$ cat src/rtl/ped_pkg.sv
// Shared traffic package: pedestrian crossing state encoding, default flash
// half-period and the illegal-light helper used by the crossing controller.
package ped_pkg;

  typedef enum logic [1:0] {
    ST_IDLE  = 2'd0,
    ST_WALK  = 2'd1,
    ST_CLEAR = 2'd2,
    ST_FAULT = 2'd3
  } ped_state_e;

  localparam int unsigned FLASH_HALF_DEF = 4;

  // More than one vehicle lamp lit at once; all-dark is tolerated.
  function automatic logic lights_illegal(input logic g, input logic y, input logic r);
    return (g & y) | (g & r) | (y & r);
  endfunction

endpackage

$ cat src/rtl/sync_edge_det.sv
// Two-flop synchronizer for an asynchronous input followed by a
// rising-edge detector on the synchronized level.
module sync_edge_det (
  input  logic clk,
  input  logic reset,
  input  logic async_in,
  output logic rise
);

  logic meta_q;
  logic sync_q;
  logic prev_q;

  always_ff @(posedge clk) begin
    if (reset) begin
      meta_q <= 1'b0;
      sync_q <= 1'b0;
      prev_q <= 1'b0;
    end else begin
      meta_q <= async_in;
      sync_q <= meta_q;
      prev_q <= sync_q;
    end
  end

  assign rise = sync_q & ~prev_q;

endmodule

$ cat src/rtl/ped_crossing_ctrl.sv
// Pedestrian crossing controller: latches button requests and serves them
// on the next red rise with a steady WALK phase and a flashing CLEAR phase.
module ped_crossing_ctrl
  import ped_pkg::*;
#(
  parameter int unsigned CNT_W      = 16,
  parameter int unsigned FLASH_HALF = FLASH_HALF_DEF
) (
  input  logic             clk,
  input  logic             reset,
  input  logic             greenlt,
  input  logic             yellowlt,
  input  logic             redlt,
  input  logic             ped_btn,
  input  logic [CNT_W-1:0] walk_cycles,
  input  logic [CNT_W-1:0] flash_cycles,
  output logic             walk,
  output logic             dont_walk,
  output logic             ped_wait,
  output logic [CNT_W-1:0] remaining,
  output logic             abort,
  output logic             fault,
  output ped_state_e       state_dbg
);

  localparam logic [CNT_W-1:0] ONE      = CNT_W'(1);
  localparam logic [CNT_W-1:0] HALF_END = CNT_W'(FLASH_HALF - 1);

  ped_state_e       state, state_n;
  logic             walk_n, dont_walk_n, ped_wait_n, abort_n, fault_n;
  logic [CNT_W-1:0] remaining_n;
  logic [CNT_W-1:0] half_cnt, half_cnt_n;
  logic             btn_rise;
  logic             red_prev;
  logic             red_rise;
  logic             illegal;

  sync_edge_det u_btn_sync (
    .clk      (clk),
    .reset    (reset),
    .async_in (ped_btn),
    .rise     (btn_rise)
  );

  assign red_rise  = redlt & ~red_prev;
  assign illegal   = lights_illegal(greenlt, yellowlt, redlt);
  assign state_dbg = state;

  always_ff @(posedge clk) begin
    if (reset) begin
      state     <= ST_IDLE;
      walk      <= 1'b0;
      dont_walk <= 1'b1;
      ped_wait  <= 1'b0;
      remaining <= '0;
      abort     <= 1'b0;
      fault     <= 1'b0;
      half_cnt  <= '0;
      red_prev  <= 1'b0;
    end else begin
      state     <= state_n;
      walk      <= walk_n;
      dont_walk <= dont_walk_n;
      ped_wait  <= ped_wait_n;
      remaining <= remaining_n;
      abort     <= abort_n;
      fault     <= fault_n;
      half_cnt  <= half_cnt_n;
      red_prev  <= redlt;
    end
  end

  // Next values are computed for the registered outputs, so every
  // branch describes what the lamps show during the following cycle.
  always_comb begin
    state_n     = state;
    walk_n      = 1'b0;
    dont_walk_n = 1'b1;
    ped_wait_n  = ped_wait | btn_rise;
    remaining_n = '0;
    abort_n     = 1'b0;
    fault_n     = fault;
    half_cnt_n  = '0;

    if (illegal || state == ST_FAULT) begin
      state_n    = ST_FAULT;
      fault_n    = 1'b1;
      ped_wait_n = 1'b0;
    end else begin
      unique case (state)
        ST_IDLE: begin
          if (red_rise && ped_wait) begin
            state_n     = ST_WALK;
            walk_n      = 1'b1;
            dont_walk_n = 1'b0;
            ped_wait_n  = btn_rise;
            remaining_n = (walk_cycles == '0) ? ONE : walk_cycles;
          end
        end
        ST_WALK: begin
          if (!redlt) begin
            state_n = ST_IDLE;
            abort_n = 1'b1;
          end else if (remaining <= ONE) begin
            state_n     = ST_CLEAR;
            remaining_n = (flash_cycles == '0) ? ONE : flash_cycles;
          end else begin
            walk_n      = 1'b1;
            dont_walk_n = 1'b0;
            remaining_n = remaining - ONE;
          end
        end
        ST_CLEAR: begin
          if (!redlt) begin
            state_n = ST_IDLE;
            abort_n = 1'b1;
          end else if (remaining <= ONE) begin
            state_n = ST_IDLE;
          end else begin
            remaining_n = remaining - ONE;
            // Lamp holds for FLASH_HALF cycles, then inverts.
            if (half_cnt == HALF_END) begin
              dont_walk_n = ~dont_walk;
            end else begin
              dont_walk_n = dont_walk;
              half_cnt_n  = half_cnt + ONE;
            end
          end
        end
        default: begin
          state_n = ST_FAULT;
          fault_n = 1'b1;
        end
      endcase
    end
  end

endmodule

$ cat config.mk
export PLATFORM = sky130hd
export DESIGN_NAME = ped_crossing_ctrl
export DESIGN_NICKNAME = d
export VERILOG_FILES = /design/src/rtl/ped_pkg.sv /design/src/rtl/sync_edge_det.sv /design/src/rtl/ped_crossing_ctrl.sv
export SDC_FILE = /design/constraint.sdc
export NUM_CORES = 1
export LEC_CHECK = 0
export ABC_AREA = 1
export CAP_MARGIN = 0
export CELL_PAD_IN_SITES_DETAIL_PLACEMENT = 1
export CELL_PAD_IN_SITES_GLOBAL_PLACEMENT = 1
export CORE_MARGIN = 1
export CORE_UTILIZATION = 32
export CTS_CLUSTER_SIZE = 20
export DETAILED_ROUTE_END_ITERATION = 8
export GPL_ROUTABILITY_DRIVEN = 0
export PLACE_DENSITY_LB_ADDON = 0.1
export SLEW_MARGIN = 20
export SYNTH_ARGS = -nofsm -noshare
export SYNTH_HDL_FRONTEND = slang
export SYNTH_SLANG_ARGS = --single-unit
$ cat constraint.sdc
create_clock -name clk -period 1.44 [get_ports clk]
set_input_delay 0.216 -clock clk [delete_from_list [all_inputs] [get_ports clk]]
set_output_delay 0.216 -clock clk [all_outputs]
set_load 0.02 [all_outputs]
==> run metrics, run 1 <==
status finished, violations left; failing checks setup timing; Most Crowded Layer GR met2; routed vias roughly 3400; final setup vio count 37; M3 GR Usage 3.252%; clk_lat worst skew 0.31 ns; largest net degree at the start of global routing 14; count of cell types in the netlist 32; FMAX about 0.6 GHz; CTS tree done; Total GRT Usage 24.77%; Overflow after GRT 0; Initial Util 32.77%; critical path data required time 1.69 ns; delay-heaviest family, CP simple AND/OR/NAND/NOR gates; first-pass GRT wire length about 16 mm; final instance area about 5000 sq um; Pre-Repair DR Iteration Count 4; die width 93.50 um; drc violations 0; share of the synthesized area in the top cell type 32.13%; core area 8175 sq um; clk root buf clkbuf_8; crit path max fanout 7; Synth area leader dfxtp_1; die area about 8700 sq um; Crit. End Element register; vias in the first global route 3486; ant diodes 0; Worst Path Buf+Inv 0; Critical Path Source Type register; remaining antenna violation count 0; total negative slack -3.993 ns; Slowest-stage cell, CP dfxtp_1; final WL 12.20 mm; clock buffer depth 2; Area contributors post-synth dfxtp_1 32%, nand2_1 15%, nor2_1 12%; antenna violations before repair 0; HP Class reg2reg; Max Clock Skew 0.01304 ns; worst path arrival time 1.92 ns; Main synth FF type dfxtp_1; Area after DPL 4187 sq um; num ports 61; most frequent cells after synthesis 106 x nand2_1, 85 x nor2_1, 49 x inv_1, 43 x dfxtp_1; VDD IR-drop max 531.1 uV; clock sink count 43; RSZ-0062 raised after global routing true; worst setup slack after layout -0.2311 ns; Starting DRT DRC Count 94; Slew headroom 78.63%; Syn Inst Count between 400 and 500; placed wire-length estimate a little under 8 mm; Worst Tran Pin Value 0.3181 ns; Mapped Avg Cell Area around 6.5 sq um; share of cells above drive strength 1 43.54%; post-layout net count 632; slowest stage delay, CP 0.39 ns; top-count cell post-synth nand2_1; Final Hold Vio Count 0; Cell Rows 33; fillcell total a little over 1000; number of port buffers 60; mean routed wirelength per cell 17.60 um; Final Power 5.495 mW; clock transition at the registers of the reported paths 0.10 ns; Final Slew Violations 0; Leakage Power 2.329 nW; Setup CP Type reg2reg; crit path cell chain nor2_1 -> nand2_1 -> nor2_4 -> nand2_8 -> nor2_8 -> nand2_4 -> nor2_8 -> nand2_1 -> a21oi_2; DIE HEIGHT 93.50 um; area growth from synthesis to layout 86.41%; Yosys reg bits 43; CTS Buf Count 5; fin crit share 116.1%; fin crit period between 1.5 and 2 ns; Synthesis Warnings 0; Hold Slack 0.4128 ns; register area share after synthesis 32.13%; Post-synth EDFFs 0; met2 usage 48.10%; Netlist Area Pre-Place 2679 sq um; Mapped Nets roughly 460; vias per cell about 4.9; Max-Cap Viols 0; GR Layer Usage met1 26.04%; Post-synth ARST share 0%; PD cells 1100 nW/um^2; htree depth 2; hold-fix buffers at CTS 0
-- area by class of cell --
type | instances | area (sq um) | share of cell area [%]
clock buffers | 6 | 82.58 | 1.654
clock inverters | 2 | 11.26 | 0.2255
inverters | 52 | 222.7 | 4.460
multi-input cells | 313 | 2117 | 42.40
flip-flops and latches | 43 | 890.9 | 17.84
well taps | 105 | 131.4 | 2.631
repair buffers | 172 | 1538 | 30.79
-- registers in the layout, summed over array words and instances, names as in the netlist --
name / cells
ped_wait: 1
abort: 1
u_btn_sync.meta_q: 1
state_dbg: 2
u_btn_sync.sync_q: 1
u_btn_sync.prev_q: 1
walk: 1
remaining: 16
red_prev: 1
half_cnt: 16
dont_walk: 1
fault: 1
-- where the power goes --
group          internal, mW  switching (mW)
sequential             1.26          0.0778
clock                 0.384           0.469
combinational          1.51            1.79
-- cell usage in the layout, fill, tap and decap left out, drive strengths merged --
cell type | netlist | routed
a21oi | 22 | 22
a31oi | 1 | 1
a41oi | 1 | 1
buf | 4 | 113
clkbuf | 0 | 7
clkdlybuf4s15 | 0 | 4
clkdlybuf4s50 | 0 | 36
clkinv | 0 | 2
clkinvlp | 0 | 1
dfxtp | 43 | 43
dlygate4sd2 | 0 | 16
dlymetal6s2s | 0 | 2
ha | 7 | 7
inv | 52 | 51
nand2 | 110 | 110
nand3 | 21 | 21
nand3b | 1 | 1
nand4 | 13 | 13
nor2 | 96 | 96
nor3 | 7 | 7
nor3b | 3 | 3
nor4 | 1 | 1
o21a | 4 | 4
o21ai | 10 | 10
or2 | 2 | 2
xnor2 | 4 | 4
xor2 | 10 | 10
-- final timing paths --
path	start	end	slack (ns)	depth (start not counted)
setup / recovery	remaining[10]	remaining[11]	-0.23	9
hold / removal	u_btn_sync.meta_q	u_btn_sync.sync_q	0.41	2
setup reg to reg	remaining[10]	remaining[11]	-0.23	9
hold reg to reg	u_btn_sync.meta_q	u_btn_sync.sync_q	0.41	2
-- layer usage --
layer / vias up / routed length, um
met3: 30 / 248
met1: 1650 / 4616
li1: 1645 / -
met2: 74 / 6937
met4: 0 / 398
met5: - / 0
-- tightest hold or removal path: cells and delay by family, from the launching register on --
family                 cells  cell delay [ns]
flip-flops                 1             0.31
AND/OR/NAND/NOR            1             0.03
buffers and inverters      1             0.04
-- per-stage QoR --
step           utilization, %  setup WS [ns]  std cells
2_1_floorplan               -       -0.05310        412
3_3_place_gp            51.21        -0.2831        666
3_5_place_dp            51.21        -0.2996        666
4_1_cts                 56.52        -0.1304        683
5_1_grt                 61.08        -0.3540        693
6_report                61.08        -0.2311        693
-- kinds of logic (layout without fill, tap and decap cells) --
group | count (synthesis) | after routing | share of synthesized area, %
buffers and inverters | 56 | 232 | 8.734
adder cells (fa/ha/maj) | 7 | 7 | 3.269
flip-flops | 43 | 43 | 32.13
XOR/XNOR | 14 | 14 | 4.577
AO/OA/AOI/OAI | 38 | 38 | 8.221
AND/OR/NAND/NOR | 254 | 254 | 43.06
-- timing repair --
item,in CTS,in global routing
pin swaps,19,39
buffers inserted,8,14
endpoints found under the hold margin,0,0
resized for setup,100,97
cloned,1,0
setup endpoints to repair,57,39
(Power assumes the default switching activity.)
==> run 2, diff against run 1 <==
--- a/config.mk
+++ b/config.mk
@@ -6,6 +6,7 @@
 export NUM_CORES = 1
 export LEC_CHECK = 0
 export ABC_AREA = 1
+export ABC_CLOCK_PERIOD_IN_PS = 1440
 export CAP_MARGIN = 0
 export CELL_PAD_IN_SITES_DETAIL_PLACEMENT = 1
 export CELL_PAD_IN_SITES_GLOBAL_PLACEMENT = 1
==> results of run 2 <==
No change in the layout: final DEF, timing and power equal those of run 1.
==> run 3, diff against run 2 <==
--- a/config.mk
+++ b/config.mk
@@ -11,7 +11,8 @@
 export CELL_PAD_IN_SITES_DETAIL_PLACEMENT = 1
 export CELL_PAD_IN_SITES_GLOBAL_PLACEMENT = 1
 export CORE_MARGIN = 1
-export CORE_UTILIZATION = 32
+export CORE_UTILIZATION = 33
+export CTS_BUF_LIST = sky130_fd_sc_hd__clkbuf_4 sky130_fd_sc_hd__clkbuf_8
 export CTS_CLUSTER_SIZE = 20
 export DETAILED_ROUTE_END_ITERATION = 8
 export GPL_ROUTABILITY_DRIVEN = 0
==> run metrics, run 3 (same netlist as run 1, synthesis figures left out) <==
RSZ-0062 raised after global routing true (unchanged); post-layout net count 640 (was 632); CTS Buf Count 5 (unchanged); share of cells above drive strength 1 44.97% (was 43.54%); FMAX 0.5706 GHz (was 0.5984 GHz); antenna violations before repair 0 (unchanged); Slew headroom 72.53% (was 78.63%); ant diodes 0 (unchanged); num ports 61 (unchanged); DIE HEIGHT 92.10 um (was 93.50 um); Final Hold Vio Count 0 (unchanged); Pint 3.656 mW (was 3.159 mW); Total GRT Usage 30.22% (was 24.77%); Max-Cap Viols 0 (unchanged); clock transition at the registers of the reported paths 0.10 ns (about the same); most frequent cells in the layout 96 x buf_4, 83 x nand2_1, 56 x nor2_1 (was 94 x buf_4, 82 x nand2_1, 62 x nor2_1); Combinational Power Share 59.7% (was 60.0%); clock sink count 43 (unchanged); core area 7807 sq um (was 8175 sq um); clk_lat worst skew 0.32 ns (was 0.31 ns); Critical Path Source Type register (unchanged); fin crit period 1.753 ns (was 1.671 ns); mean routed wirelength per cell 21.86 um (was 17.60 um); Leakage Power 2.424 nW (was 2.329 nW); Cell Rows 32 (was 33); Worst Tran Pin Value 0.4121 ns (was 0.3181 ns); crit path max fanout 3 (was 7); failing checks setup timing (unchanged); PD cells 1233 nW/um^2 (was 1100 nW/um^2); Final Power 6.351 mW (was 5.495 mW); hold-fix buffers at CTS 0 (unchanged); die area 8481 sq um (was 8741 sq um); final core utilization 65.98% (was 61.08%); largest net degree at the start of global routing 14 (unchanged); die width 92.10 um (was 93.50 um); drc violations 0 (unchanged); net switching fraction of the power 42.44% (was 42.52%); P_sw 2.696 mW (was 2.336 mW); remaining antenna violation count 0 (unchanged); clock buffer depth 2 (unchanged); first-pass GRT wire length 19.67 mm (was 16.50 mm); Crit. End Element register (unchanged); worst path arrival time 2.00 ns (was 1.92 ns); HP Class in2reg (was reg2reg); Clock power frac 19.1% (was 15.5%); Final Slew Violations 0 (unchanged); critical path data required time 1.69 ns (about the same); fin crit share 121.7% (was 116.1%); vias per cell 5.307 (was 4.905); Max Clock Skew 0.01081 ns (was 0.01304 ns); commonest non-fill, non-tap cell in the layout buf_4 (unchanged); VDD IR-drop max 699.5 uV (was 531.1 uV); area growth from synthesis to layout 92.29% (was 86.41%); Setup CP Type reg2reg (unchanged); routed vias 3704 (was 3399); final WL 15.26 mm (was 12.20 mm); clk root buf clkbuf_8 (unchanged); CTS tree done (unchanged); Pre-Repair DR Iteration Count 5 (was 4); fillcell total 946 (was 1015); htree depth 2 (unchanged); vias in the first global route 3877 (was 3486); status finished, violations left (unchanged); sequential power share 21.2% (was 24.4%); final setup vio count 37 (unchanged); Hold Slack 0.4206 ns (was 0.4128 ns); total negative slack -7.493 ns (was -3.993 ns); Overflow after GRT 0 (unchanged); Initial Util 34.31% (was 32.77%); placed wire-length estimate 7.674 mm (was 7.902 mm); number of port buffers 60 (unchanged); worst setup slack after layout -0.3126 ns (was -0.2311 ns); DP Worst Slack -0.4301 ns (was -0.2996 ns); Starting DRT DRC Count 199 (was 94)
run 3: metrics by stage:
step / cells / area [sq um]
floorplan: 412 / 2745
global placement: 656 / 4118
detailed placement: 656 / 4118
CTS: 687 / 4797
global route: 698 / 5151
finish: 698 / 5151
run 3: final timing paths:
check                                          to              start  slack [ns]  cells past startpoint
worst max-delay path                remaining[13]       remaining[9]       -0.31                     10
worst min-delay path            u_btn_sync.meta_q            ped_btn        0.42                      3
worst max register to register      remaining[13]       remaining[9]       -0.31                     10
worst min register to register  u_btn_sync.sync_q  u_btn_sync.meta_q        0.43                      2
run 3: area by class of cell:
type	instances	area, sq um	share of cell area, %
clock inverter	2	60.06	1.166
clock buffer	6	76.32	1.482
inverter	52	222.7	4.324
timing repair buffer	180	1614	31.33
tap	102	127.6	2.478
multi-input combinational	313	2160	41.92
sequential	43	890.9	17.29
run 3: power by group through the flow:
stage          clock, mW  combinational (mW)  sequential (mW)
2_1_floorplan          0                1.28             1.43
3_3_place_gp           0                2.35             1.34
3_5_place_dp           0                2.44             1.34
4_1_cts             1.19                3.13             1.33
5_1_grt             1.26                3.97             1.35
6_report            1.21                3.79             1.35
run 3: critical path, cell delays in order, from the launching register on:
cell and delay [ns]:
dfxtp_1 0.36, buf_4 0.18, nor2_2 0.17, nand2_1 0.11, nor2_2 0.21, nand2_1 0.12, nand2_1 0.11, nand4_1 0.13
nand2_1 0.10, inv_1 0.04, a21oi_1 0.15
run 3: layer usage:
| metal | wire length [um] | part of all wire, % | track usage, % | up-vias |
|---|---|---|---|---|
| met3 | 561 | 3.7 | 4.892 | 61 |
| li1 | - | - | - | 1665 |
| met2 | 8293 | 54 | 59.20 | 160 |
| met5 | 0 | 0 | 0 | - |
| met4 | 757 | 5.0 | 12.63 | 0 |
| met1 | 5645 | 37 | 31.32 | 1818 |
run 3: what timing repair did:
action	in CTS	in global routing
cloned	2	0
setup endpoints to repair	58	42
resized for setup	117	95
buffers inserted	23	17
pin swaps	28	45
